### src/rtl/regfile_mp.sv
// ---------------------------------------------------------------------------
// regfile_mp -- multi-port register file with busy scoreboard (ID stage)
//
// Purpose:
//   2**ADDR_W x DATA_W register array with NRD combinational read ports and
//   two prioritised synchronous write ports (port 0 = WB, port 1 = late
//   load/MDU return; port 1 wins on an address clash). Optional same-cycle
//   write-to-read bypass. A per-register busy bit is set when an instruction
//   with a destination issues (mark) and cleared when that register is
//   written, so the hazard unit can stall on pending producers.
//
// Ports:
//   clk        clock, all state updates on the rising edge
//   rst        synchronous active-high reset (array and busy bits cleared)
//   raddr      NRD read addresses, port k at [k*ADDR_W +: ADDR_W]
//   rdata      NRD read data,      port k at [k*DATA_W +: DATA_W]
//   rbusy      busy flag of the register addressed by read port k
//   we         write enables, we[0] = WB port, we[1] = late-return port
//   waddr      write addresses, port j at [j*ADDR_W +: ADDR_W]
//   wdata      write data,      port j at [j*DATA_W +: DATA_W]
//   mark_en    set busy bit of mark_addr at the next edge
//   mark_addr  destination being marked
//   busy_any   OR of all registered busy bits
// ---------------------------------------------------------------------------
module regfile_mp #(
    parameter int DATA_W   = 32,
    parameter int ADDR_W   = 5,
    parameter int NRD      = 2,
    parameter int ZERO_REG = 1,
    parameter int BYPASS   = 1
) (
    input  logic                     clk,
    input  logic                     rst,
    input  logic [NRD*ADDR_W-1:0]    raddr,
    output logic [NRD*DATA_W-1:0]    rdata,
    output logic [NRD-1:0]           rbusy,
    input  logic [1:0]               we,
    input  logic [2*ADDR_W-1:0]      waddr,
    input  logic [2*DATA_W-1:0]      wdata,
    input  logic                     mark_en,
    input  logic [ADDR_W-1:0]        mark_addr,
    output logic                     busy_any
);

    localparam int DEPTH    = 1 << ADDR_W;
    localparam bit HAS_ZERO = (ZERO_REG != 0);
    localparam bit HAS_BYP  = (BYPASS != 0);

    logic [DATA_W-1:0] mem_q [DEPTH];
    logic [DEPTH-1:0]  busy_q;
    logic [DEPTH-1:0]  busy_d;

    logic [ADDR_W-1:0] waddr_w [2];
    logic [DATA_W-1:0] wdata_w [2];
    logic [1:0]        wr_ok;
    logic              wr0_keep;

    // Unpack write ports; a write to r0 never reaches the array when it is
    // hardwired to zero.
    generate
        for (genvar gi = 0; gi < 2; gi++) begin : g_wport
            assign waddr_w[gi] = waddr[gi*ADDR_W +: ADDR_W];
            assign wdata_w[gi] = wdata[gi*DATA_W +: DATA_W];
            assign wr_ok[gi]   = we[gi] && !(HAS_ZERO && (waddr_w[gi] == '0));
        end
    endgenerate

    // Port 0 is dropped when port 1 targets the same register.
    assign wr0_keep = wr_ok[0] && !(wr_ok[1] && (waddr_w[1] == waddr_w[0]));

    // Scoreboard next state: writes clear, then a mark sets, so a mark and a
    // write to the same register in one cycle leave it busy (new producer).
    always_comb begin
        busy_d = busy_q;
        for (int j = 0; j < 2; j++) begin
            if (we[j]) begin
                busy_d[waddr_w[j]] = 1'b0;
            end
        end
        if (mark_en) begin
            busy_d[mark_addr] = 1'b1;
        end
        if (HAS_ZERO) begin
            busy_d[0] = 1'b0;
        end
    end

    always_ff @(posedge clk) begin
        if (rst) begin
            for (int i = 0; i < DEPTH; i++) begin
                mem_q[i] <= '0;
            end
            busy_q <= '0;
        end else begin
            if (wr0_keep) begin
                mem_q[waddr_w[0]] <= wdata_w[0];
            end
            if (wr_ok[1]) begin
                mem_q[waddr_w[1]] <= wdata_w[1];
            end
            busy_q <= busy_d;
        end
    end

    // Read ports. Bypass data is suppressed during reset so the array
    // contents are visible; the busy mask follows the write enables only.
    generate
        for (genvar gi = 0; gi < NRD; gi++) begin : g_rport
            logic [ADDR_W-1:0] ra;
            logic              hit0;
            logic              hit1;
            logic              is_zero;
            logic [DATA_W-1:0] rd;
            logic              rb;

            assign ra      = raddr[gi*ADDR_W +: ADDR_W];
            assign hit0    = we[0] && (waddr_w[0] == ra);
            assign hit1    = we[1] && (waddr_w[1] == ra);
            assign is_zero = HAS_ZERO && (ra == '0);

            always_comb begin
                rd = mem_q[ra];
                rb = busy_q[ra];
                if (is_zero) begin
                    rd = '0;
                    rb = 1'b0;
                end else if (HAS_BYP) begin
                    if (!rst) begin
                        if (hit1) begin
                            rd = wdata_w[1];
                        end else if (hit0) begin
                            rd = wdata_w[0];
                        end
                    end
                    // The value being forwarded is the one the reader waits on.
                    if (hit0 || hit1) begin
                        rb = 1'b0;
                    end
                end
            end

            assign rdata[gi*DATA_W +: DATA_W] = rd;
            assign rbusy[gi]                  = rb;
        end
    endgenerate

    assign busy_any = |busy_q;

endmodule

### config.mk
export PLATFORM = sky130hd
export DESIGN_NAME = regfile_mp
export DESIGN_NICKNAME = d
export VERILOG_FILES = /design/src/rtl/regfile_mp.sv
export SDC_FILE = /design/constraint.sdc
export NUM_CORES = 2
export LEC_CHECK = 0
export BUFFER_PORTS_ARGS = -buffer_cell sky130_fd_sc_hd__clkbuf_2
export CAP_MARGIN = 15
export CORE_ASPECT_RATIO = 1.2
export CORE_UTILIZATION = 40
export DETAILED_ROUTE_END_ITERATION = 10
export GPL_ROUTABILITY_DRIVEN = 0
export PLACE_DENSITY_LB_ADDON = 0.08
export SYNTH_ARGS = -nofsm -noshare
export SYNTH_HDL_FRONTEND = slang
export SYNTH_SLANG_ARGS = --single-unit
### constraint.sdc
create_clock -name clk -period 5.95 [get_ports clk]
set_clock_uncertainty 0.1 [all_clocks]
set_input_delay 0.2975 -clock clk [delete_from_list [all_inputs] [get_ports clk]]
set_output_delay 0.2975 -clock clk [all_outputs]
set_load 0.01 [all_outputs]
==> impl_results.md <==
* Critical path buffers and inverters at 5
* CORE AREA at 160000 sq um
* Rows at 161
* Final hold vios at 0
* DRC viols at 0
* Syn Inst Count at 4912
* Number of synthesized flops with an enable pin at 1024
* Crit share post-route at 77.3%
* Simple logic cell fraction of the synthesized area at 4.11%
* Post-synthesis compound-gate area fraction at 22.5%
* Vias at 53200
* Worst path top cell family by delay: buffers and inverters
* Fraction of registers with async set/reset at 0%
* Logic pwr share at 16.3%
* Die height at 442 microns
* FMAX at 217 MHz
* Crit-path slowest cell: a2111oi_0
* Net Switching at 0.00571 W
* Slew of the pin with the lowest slew margin at 1320 ps
* Root Driver: clkbuf_16
* I/O Pins at 161
* Mapped Area at 64500 sq um
* Avg WL per Cell at 45.4 microns
* Final ANT Viol Nets at 0
* Starting density of the core at 40.3%
* Post-CTS Setup Bufs at 0
* HP Class: primary input to flop
* Crit path DAT at 4200 ps
* Post-layout util at 44.2%
* Pleak at 22.9 nW
* R2R Setup Slk at 5130 ps
* Sequential cell area fraction in the yosys report at 48.7%
* Area Growth Syn to Fin at 9.85%
* Fin crit period at 4600 ps
* Initial antenna violation count at 25
* Status: complete, no violations
* First-pass DRT Iterations at 8
* Final wirelength at 311000 microns
* Num CTS Buffers at 119
* Yosys cell types at 56
* Area contributors post-synth: edfxtp_1 48%, a32o_1 15%, mux4_2 9.5%
* Power share of the clock group at 38.3%
* Max_cap viols at 0
* PwrDens at 274 nW/um^2
* Most used cell along the critical path: buf_4
* Synth top area share at 47.7%
* CP cell instances: buf_8, buf_4, buf_4, mux4_2, mux2i_1, nor2_1, a2111oi_0, buf_4, a211oi_1, clkbuf_2
* CTS tree: yes
* First-pass GRT wire length at 426000 microns
* Nets at 4725
* Final setup violating endpoints at 0
* GR Overflow Total at 0
* CP max stage delay at 960 ps
* Clock transition at the registers of the reported paths at 60 ps
* XOR/XNOR share of the synthesized area at 0.340%
* Synth Area in Adders at 0%
* CTS H-tree depth at 3
* Hold WS at 49.0 ps
* Clock sinks at 1055
* Chip Width at 369 microns
* Mux share of post-synthesis cell area at 18.9%
* CTS max path bufs at 3
* Final TNS setup at 0 ps
* Peak supply drop at 0.249 mV
* Syn. warnings at 0
* Avg Inst Size Synth at 13.1 sq um
* Largest net degree at the start of global routing at 145
* Crit. End Element: output port
* WP data required at 5550 ps
* Initial drt markers at 8284
* Vias in the first global route at 51800
* Vias/cell at 7.76
* Max-slew headroom at 11.9%
* Largest family of logic cells by synthesized area: compound AO/OA/AOI/OAI gates
* Synth Flop Type: edfxtp_1
* Sw frac at 29.4%
* Yosys top cell by area: edfxtp_1
* RSZ-0062 raised after global routing: false
* Max-slew violation count at 0
* Crit Path Category: primary input to output port
* Seq cells post-synth at 1055
* Clock Latency Late Sink at 760 ps
* Internal power at 0.0137 W
* HPWL after detailed placement at 176000 microns
* PortBufs at 160
* GRT Total Usage at 37.3%
* Worst setup SP type: primary input
* Sequential Power Share at 45.4%
* Die ar. at 163000 sq um
* Max FO, Critical Path at 52
* Ratio of cells with drive above 1 in the final layout at 24.5%
## layer usage
layer	GRT usage, %	vias to the layer above	routed length, microns
met5	0	-	161
li1	-	20400	-
met3	8.74	962	34900
met1	47.1	27800	112000
met2	57.8	3998	143000
met4	22.6	20	20900
## synthesized netlist by cell type (15+ instances only)
cell and instances:
o221a_2 19, buf_2 201, clkbuf_1 552, o22ai_1 64, nor3_1 69, nand2_1 100, and3_1 51, mux2i_1 384
dfxtp_1 31, a22oi_1 157, a311oi_1 43, mux4_2 273, a211oi_1 128, nor2_1 153, buf_1 62, buf_6 21
a32o_1 992, mux2_2 195, nand3_1 26, nor2b_1 76, a211o_1 31, xnor2_1 15, edfxtp_1 1024, o21ai_0 64
a21oi_1 32, a2111oi_0 66
## power groups by stage
stage | sequential, W | clock, W | combinational, W
floorplan | 0.00887 | 0 | 0.00175
global placement | 0.00894 | 0 | 0.00306
detailed placement | 0.00896 | 0 | 0.00307
CTS | 0.00880 | 0.00745 | 0.00308
global route | 0.00885 | 0.00771 | 0.00321
finish | 0.00880 | 0.00742 | 0.00317
## metrics by stage
stage          total power [W]  setup slack (ps)  instance area [sq um]  std cells
6_report                0.0194              1350                  70800       6859
5_1_grt                 0.0198              1210                  70800       6855
4_1_cts                 0.0193              1440                  70800       6850
3_5_place_dp            0.0120              1430                  67000       6618
3_3_place_gp            0.0120              1420                  67000       6615
2_1_floorplan           0.0106              2820                  64600       4943
## sequential cells by signal, summed over array words and instances (netlist names)
name and flops:
busy_q 31, mem_q 1024
## cell families after synthesis
kind of cell    count (synthesis)
flops                        1055
mux                           852
xor+xnor                       25
buf+inv                       840
simple gates                  533
other cells                     1
compound gates               1606
## path summary, 6_finish.rpt
kind,depth (start not counted),start,endpoint
hold / removal,4,mark_addr[4],busy_q[11]$_SDFF_PP0_
setup reg to reg,2,busy_q[1]$_SDFF_PP0_,busy_q[1]$_SDFF_PP0_
setup / recovery,10,raddr[0],rdata[13]
hold reg to reg,2,busy_q[9]$_SDFF_PP0_,busy_q[9]$_SDFF_PP0_
## layout make-up
type	instances	area (sq um)
fill	14700	89300
sequential	1055	31400
multi-input combinational	3048	30100
clock buffer	145	3120
timing repair buffer	406	2940
tap	2119	2650
clock inverter	79	599
antenna	6	15.0
inverter	1	3.75
## worst min-delay path, delay by kind of cell
kind | cells | cell delay [ps]
AO/OA/AOI/OAI | 1 | 150
buffers and inverters | 1 | 220
AND/OR/NAND/NOR | 2 | 200
## cell usage in the layout, fill, tap and decap left out, drive strengths merged, types with 5 or more instances in the layout
cell,count
bufinv,9
a211oi,128
and3,51
nand3,26
nor3,69
nor4,10
and2,7
a311oi,43
clkbuf,300
nand2b,6
a211o,31
a21oi,32
clkinv,66
and3b,6
nor2,153
o221a,19
edfxtp,1024
dfxtp,31
a32o,992
diode,6
a2111oi,66
mux4,273
dlygate4sd3,8
o22ai,64
nand2,100
nor2b,76
a22oi,157
buf,243
xnor2,15
o21ai,65
or2,5
conb,32
nor3b,11
mux2,195
mux2i,384
xor2,10
## timing repair
item	in CTS	in global routing
resized for setup	0	0
hold endpoints to repair	21	0
hold buffers	8	0
Power figures use the tool's default switching activity.
